===== src/rtl/event_packer.sv =====
// ---------------------------------------------------------------------------
// event_packer
//
// Latches a 16 x 64-bit sampler snapshot when the sampler raises event_ready,
// acknowledges it with a 4-phase event_saved handshake, and streams the event
// as a framed 32-bit packet:
//   HEADER {MARKER, evt_cnt[23:0]}, TSTAMP, 32 DATA words, [CHECKSUM]
//
// The sampler is released as soon as the snapshot is in the local buffer, so
// stream back-pressure only ever delays acquisition by at most one packet.
//
// Build option:
//   EVENT_PACKER_CHECKSUM_EN - when defined, a CHECKSUM word (XOR of the 34
//                              preceding words) is appended and carries
//                              m_tlast. When undefined, m_tlast is on the
//                              last DATA word.
//
// Ports:
//   clk          system clock
//   reset        synchronous, active-high reset
//   event_ready  sampler snapshot valid (held until event_saved is seen)
//   evento       sampler snapshot, N_CH words of 64 bits
//   event_saved  snapshot latched (held until event_ready falls)
//   m_tdata      stream data
//   m_tvalid     stream valid
//   m_tready     stream ready from the sink
//   m_tlast      last word of the packet
//   busy         packet in progress
// ---------------------------------------------------------------------------
module event_packer #(
    parameter int         N_CH   = 16,
    parameter logic [7:0] MARKER = 8'hA5
) (
    input  logic        clk,
    input  logic        reset,
    input  logic        event_ready,
    input  logic [63:0] evento [N_CH],
    output logic        event_saved,
    output logic [31:0] m_tdata,
    output logic        m_tvalid,
    input  logic        m_tready,
    output logic        m_tlast,
    output logic        busy
);

    localparam int                N_BEATS   = 2 * N_CH;
    localparam int                BEAT_W    = $clog2(N_BEATS);
    localparam logic [BEAT_W-1:0] LAST_BEAT = BEAT_W'(N_BEATS - 1);

    typedef enum logic [2:0] {
        S_IDLE,
        S_HEADER,
        S_TSTAMP,
        S_DATA
`ifdef EVENT_PACKER_CHECKSUM_EN
        , S_CHECKSUM
`endif
    } state_t;

    state_t            state_reg,   state_next;
    logic [BEAT_W-1:0] beat_reg,    beat_next;
    logic [23:0]       evt_cnt_reg, evt_cnt_next;
    logic [31:0]       tdata_reg,   tdata_next;
    logic              tvalid_reg,  tvalid_next;
    logic              tlast_reg,   tlast_next;
    logic              saved_reg,   saved_next;
    logic              busy_reg,    busy_next;
`ifdef EVENT_PACKER_CHECKSUM_EN
    logic [31:0]       csum_reg,    csum_next;
`endif

    logic [31:0]       ts_cnt_reg;
    logic [31:0]       tstamp_reg;
    logic [63:0]       snap_reg [N_CH];

    logic                     capture;
    logic                     hs;
    logic [BEAT_W-1:0]        beat_inc;
    logic [N_BEATS-1:0][31:0] data_words;

    // A capture needs the previous handshake to be fully closed
    // (event_saved low) as well as an idle streamer.
    assign capture  = (state_reg == S_IDLE) && event_ready && !saved_reg;
    assign hs       = tvalid_reg && m_tready;
    assign beat_inc = beat_reg + BEAT_W'(1);

    // Word view of the snapshot: low half of each channel goes out first.
    for (genvar gi = 0; gi < N_CH; gi++) begin : g_words
        assign data_words[2*gi]   = snap_reg[gi][31:0];
        assign data_words[2*gi+1] = snap_reg[gi][63:32];
    end

    // Next-state and next-output logic. Every output word is prepared one
    // transition ahead so that m_tdata/m_tlast come straight from registers
    // and simply hold while the sink stalls.
    always_comb begin
        state_next   = state_reg;
        beat_next    = beat_reg;
        evt_cnt_next = evt_cnt_reg;
        tdata_next   = tdata_reg;
        tvalid_next  = tvalid_reg;
        tlast_next   = tlast_reg;
        busy_next    = busy_reg;
`ifdef EVENT_PACKER_CHECKSUM_EN
        csum_next    = csum_reg;
`endif

        // event_saved drops on the first edge that sees event_ready low.
        saved_next = saved_reg;
        if (!event_ready) begin
            saved_next = 1'b0;
        end else if (capture) begin
            saved_next = 1'b1;
        end

        case (state_reg)
            S_IDLE: begin
                if (capture) begin
                    state_next  = S_HEADER;
                    tdata_next  = {MARKER, evt_cnt_reg};
                    tvalid_next = 1'b1;
                    tlast_next  = 1'b0;
                    busy_next   = 1'b1;
`ifdef EVENT_PACKER_CHECKSUM_EN
                    csum_next   = {MARKER, evt_cnt_reg};
`endif
                end
            end

            S_HEADER: begin
                if (hs) begin
                    state_next   = S_TSTAMP;
                    evt_cnt_next = evt_cnt_reg + 24'd1;
                    tdata_next   = tstamp_reg;
`ifdef EVENT_PACKER_CHECKSUM_EN
                    csum_next    = csum_reg ^ tstamp_reg;
`endif
                end
            end

            S_TSTAMP: begin
                if (hs) begin
                    state_next = S_DATA;
                    beat_next  = '0;
                    tdata_next = data_words[0];
`ifdef EVENT_PACKER_CHECKSUM_EN
                    csum_next  = csum_reg ^ data_words[0];
`endif
                end
            end

            S_DATA: begin
                if (hs) begin
                    if (beat_reg == LAST_BEAT) begin
`ifdef EVENT_PACKER_CHECKSUM_EN
                        // csum_reg already holds the XOR of all 34 words.
                        state_next = S_CHECKSUM;
                        tdata_next = csum_reg;
                        tlast_next = 1'b1;
`else
                        state_next  = S_IDLE;
                        tvalid_next = 1'b0;
                        tlast_next  = 1'b0;
                        busy_next   = 1'b0;
`endif
                    end else begin
                        beat_next  = beat_inc;
                        tdata_next = data_words[beat_inc];
`ifdef EVENT_PACKER_CHECKSUM_EN
                        csum_next  = csum_reg ^ data_words[beat_inc];
`else
                        tlast_next = (beat_inc == LAST_BEAT);
`endif
                    end
                end
            end

`ifdef EVENT_PACKER_CHECKSUM_EN
            S_CHECKSUM: begin
                if (hs) begin
                    state_next  = S_IDLE;
                    tvalid_next = 1'b0;
                    tlast_next  = 1'b0;
                    busy_next   = 1'b0;
                end
            end
`endif

            default: begin
                state_next  = S_IDLE;
                tvalid_next = 1'b0;
                tlast_next  = 1'b0;
                busy_next   = 1'b0;
            end
        endcase
    end

    always_ff @(posedge clk) begin
        if (reset) begin
            state_reg   <= S_IDLE;
            beat_reg    <= '0;
            evt_cnt_reg <= '0;
            tdata_reg   <= '0;
            tvalid_reg  <= 1'b0;
            tlast_reg   <= 1'b0;
            saved_reg   <= 1'b0;
            busy_reg    <= 1'b0;
`ifdef EVENT_PACKER_CHECKSUM_EN
            csum_reg    <= '0;
`endif
            ts_cnt_reg  <= '0;
            tstamp_reg  <= '0;
            for (int i = 0; i < N_CH; i++) begin
                snap_reg[i] <= '0;
            end
        end else begin
            state_reg   <= state_next;
            beat_reg    <= beat_next;
            evt_cnt_reg <= evt_cnt_next;
            tdata_reg   <= tdata_next;
            tvalid_reg  <= tvalid_next;
            tlast_reg   <= tlast_next;
            saved_reg   <= saved_next;
            busy_reg    <= busy_next;
`ifdef EVENT_PACKER_CHECKSUM_EN
            csum_reg    <= csum_next;
`endif
            // Free-running cycle counter; the capture edge records its
            // pre-increment value as the event timestamp.
            ts_cnt_reg  <= ts_cnt_reg + 32'd1;
            if (capture) begin
                tstamp_reg <= ts_cnt_reg;
                for (int i = 0; i < N_CH; i++) begin
                    snap_reg[i] <= evento[i];
                end
            end
        end
    end

    assign event_saved = saved_reg;
    assign m_tdata     = tdata_reg;
    assign m_tvalid    = tvalid_reg;
    assign m_tlast     = tlast_reg;
    assign busy        = busy_reg;

endmodule

===== config.mk =====
export PLATFORM = sky130hd
export DESIGN_NAME = event_packer
export DESIGN_NICKNAME = d
export VERILOG_FILES = /design/src/rtl/event_packer.sv
export SDC_FILE = /design/constraint.sdc
export NUM_CORES = 2
export LEC_CHECK = 0
export ABC_CLOCK_PERIOD_IN_PS = 30600
export CORE_AREA = 3 3 415 417
export CTS_BUF_LIST = sky130_fd_sc_hd__clkbuf_8 sky130_fd_sc_hd__clkbuf_16
export CTS_CLUSTER_SIZE = 20
export DETAILED_ROUTE_END_ITERATION = 12
export DIE_AREA = 0 0 418 420
export PLACE_DENSITY_LB_ADDON = 0.2
export SYNTH_ARGS = -nofsm -noshare
export SYNTH_HDL_FRONTEND = slang
export SYNTH_SLANG_ARGS = --single-unit

===== constraint.sdc =====
create_clock -name clk -period 30.6 [get_ports clk]
set_input_delay 6.12 -clock clk [delete_from_list [all_inputs] [get_ports clk]]
set_output_delay 6.12 -clock clk [all_outputs]
set_load 0.01 [all_outputs]

==> results.sh <==
export IMPL_status="complete, but fails checks"
export IMPL_violations="max-capacitance violations, max-slew violations"
export IMPL_post_cts_buffers=0
export IMPL_cp_slowest_stage_delay_ps=900
export IMPL_routabilityCongestion=0.979
export IMPL_cp_top_family="buffers and inverters"
export IMPL_arrival_ps=11430
export IMPL_synth_seq_cells=1154
export IMPL_yosysUniqueCellTypes=50
export IMPL_hp_class="reg2reg"
export IMPL_grt_max_degree=243
export IMPL_setup_tns_ps=0
export IMPL_num_vias=33842
export IMPL_synth_edff_count=1024
export IMPL_min_path_cells=1
export IMPL_grt_overflow=0
export IMPL_layout_common_cells="1062 x clkdlybuf4s50_1, 1024 x edfxtp_1, 643 x and2_1"
export IMPL_die_y_um=420
export IMPL_r2r_setup_slack_ps=24900
export IMPL_worst_pin_slew_ps=1540
export IMPL_wire_per_inst_um=30.2
export IMPL_vdd_ir_drop_max_mv=0.0459
export IMPL_slew_limit_headroom_pct=-2.64
export IMPL_area_growth_pct=34.0
export IMPL_ys_async_sr_fraction_pct=0
export IMPL_grt_busiest_layer="met2"
export IMPL_num_rows=151
export IMPL_synth_area_per_cell_um2=14.2
export IMPL_nFillCells=15963
export IMPL_crit_type="in2reg"
export IMPL_cts_made_buffers=138
export IMPL_die_w_um=418
export IMPL_startpoint_type="input pin"
export IMPL_grt_total_usage_pct=23.5
export IMPL_met2_usage_pct=42.7
export IMPL_ys_flop_type="edfxtp_1"
export IMPL_hold_violations=0
export IMPL_finalCritPeriodShare_pct=36.1
export IMPL_hold_path_endpoint="tstamp_reg[11]"
export IMPL_cts_buffer_depth=3
export IMPL_final_common_cell="clkdlybuf4s50_1"
export IMPL_post_route_min_period_ps=11060
export IMPL_die_area_um2=176000
export IMPL_start_util_pct=30.5
export IMPL_htree_levels=4
export IMPL_fin_nets=5673
export IMPL_drive_gt1_share_pct=11.6
export IMPL_cts_tree="done"
export IMPL_ant_nets=0
export IMPL_cap_viol_max_count=1
export IMPL_rsz0062_at_grt="false"
export IMPL_hold_buffers=0
export IMPL_clkSlewWorstSetupHoldPaths_ps=60
export IMPL_powerDensity_nw_per_um2=68.4
export IMPL_cp_max_fo=118
export IMPL_crit_top_cell="buf_4"
export IMPL_synthesis_instances=3637
export IMPL_hold_start="ts_cnt_reg[11]"
export IMPL_dp_hpwl_um=162000
export IMPL_io_buffer_count=1063
export IMPL_critPathBufInv=7
export IMPL_synth_seq_area_share_pct=64.7
export IMPL_io_pins=1064
export IMPL_firstDrtPassIters=6
export IMPL_largest_register_ffs=1024
export IMPL_cp_cell_sequence="clkdlybuf4s50_1, a31oi_4, buf_4, inv_8, buf_4, buf_4, buf_4, buf_4"
export IMPL_timing_reg2reg_worst_path_depth=9
export IMPL_clock_sinks=1154
export IMPL_wl_um=212000
export IMPL_clk_latency_ps=750
export IMPL_grt_pass1_vias=34789
export IMPL_cp_slowest_cell="buf_4"
export IMPL_use_met3_pct=5.70
export IMPL_coreArea_um2=169000
export IMPL_cp_end_kind="flip-flop"
export IMPL_setup_viol=0
export IMPL_rr_endpoint="m_tdata[27]"
export IMPL_avgViaCountPerCell=4.82
export IMPL_drtIter0Drc=2989
export IMPL_drc=0
export IMPL_cts_root_buf="clkbuf_16"
export IMPL_r2r_start="beat_reg[0]"
export IMPL_syn_nets=4674
export IMPL_grt_first_pass_wirelength_um=281000
export IMPL_slew_violations=2
export IMPL_yosys_warnings=0
export IMPL_p_leak_uw=0.0247
export IMPL_syn_area_um2=51500
export IMPL_required_ps=30960
export IMPL_antenna_found_initial=73
export IMPL_ctsResizeCount=0
export IMPL_grt_met1_usage_pct=26.1
export IMPL_fmax_ghz=0.0904
export IMPL_hold_ws_ps=468
export IMPL_skew_ps=28.0
[metal layers]
| layer | vias to the layer above | share of wire (%) |
|---|---|---|
| met2 | 1130 | 54 |
| met1 | 16969 | 36 |
| met5 | - | 0.075 |
| met3 | 287 | 6.6 |
| li1 | 15432 | - |
| met4 | 24 | 3.6 |
[worst max path at each step]
stage	endpoint	cells past startpoint	slack (ps)	startpoint
final	snap_reg[1][368]	8	19540	event_ready
after global routing	snap_reg[1][368]	8	19220	event_ready
after CTS	snap_reg[1][368]	8	19540	event_ready
after detailed placement	snap_reg[1][323]	8	18700	event_ready
after global placement	snap_reg[1][293]	8	18750	event_ready
after floorplan	snap_reg[0][0]	4	2950	reset
[metrics by stage]
step                      worst slack (ps)  total power (uW)  utilization, %  cells  area, um2
final                                19540              4720            40.8   7014      69100
after detailed placement             18700              3170            38.2   6713      64500
after global routing                 19220              4920            40.8   6997      69000
after CTS                            19540              4790            40.8   6965      68900
after floorplan                       2950              2910               -   3637      51500
after global placement               18750              3160            38.2   6713      64500
[synthesized netlist by cell type (3+ instances only)]
| master | count | share of area, % |
|---|---|---|
| edfxtp_1 | 1024 | 60 |
| and2_1 | 643 | 7.8 |
| nor2b_1 | 421 | 5.1 |
| nand2_1 | 213 | 1.6 |
| clkbuf_1 | 202 | 1.5 |
| mux4_2 | 192 | 8.4 |
| dfxtp_1 | 130 | 5.1 |
| a21oi_1 | 105 | 1.0 |
| nor2_1 | 81 | 0.59 |
| a211oi_1 | 80 | 1.2 |
| mux2_2 | 64 | 1.4 |
| buf_2 | 39 | 0.38 |
| o21ai_0 | 36 | 0.35 |
| mux2i_1 | 33 | 0.64 |
| a22o_1 | 32 | 0.54 |
| nor3_1 | 32 | 0.31 |
| o22ai_1 | 32 | 0.39 |
| a2111oi_0 | 30 | 0.51 |
| a221o_1 | 25 | 0.49 |
| nand3_1 | 23 | 0.22 |
| nand3b_1 | 23 | 0.34 |
| xnor2_1 | 23 | 0.39 |
| xor2_1 | 23 | 0.39 |
| buf_1 | 17 | 0.12 |
| inv_1 | 14 | 0.10 |
| nand4_1 | 12 | 0.15 |
| a22oi_1 | 10 | 0.15 |
| ha_1 | 9 | 0.22 |
| or3_1 | 9 | 0.11 |
| a221oi_1 | 8 | 0.14 |
| a21o_1 | 7 | 0.10 |
| nor4_1 | 7 | 0.085 |
| and3_1 | 6 | 0.073 |
| a311oi_1 | 5 | 0.085 |
| buf_4 | 4 | 0.058 |
| a222oi_1 | 3 | 0.058 |
| and4_1 | 3 | 0.051 |
| nand2b_1 | 3 | 0.036 |
[cells by family after synthesis]
kind of cell    synth area share (%)
compound gates                  5.15
mux                             10.4
buf+inv                         2.13
simple gates                    16.5
fa+ha+maj                      0.219
xor+xnor                       0.845
flops                           64.7
[where the power goes]
part           internal, uW  switching, uW  leakage (uW)  total [uW]
clock                   909            694       0.00228        1600
sequential             2130            115        0.0120        2240
combinational           367            509        0.0104         876
total                  3410           1320        0.0247        4720
[layout make-up]
class                           count  area, um2  area share, %
Timing Repair Buffer             1121      11100           16.1
Inverter                           14       60.1         0.0870
Multi-Input combinational cell   2207      17200           24.9
Clock buffer                      147       3610           5.23
Tap cell                         2218       2780           4.02
Sequential cell                  1154      33400           48.3
Clock inverter                    105        786           1.14
Antenna cell                       48        120          0.174
(Power assumes the default switching activity.)
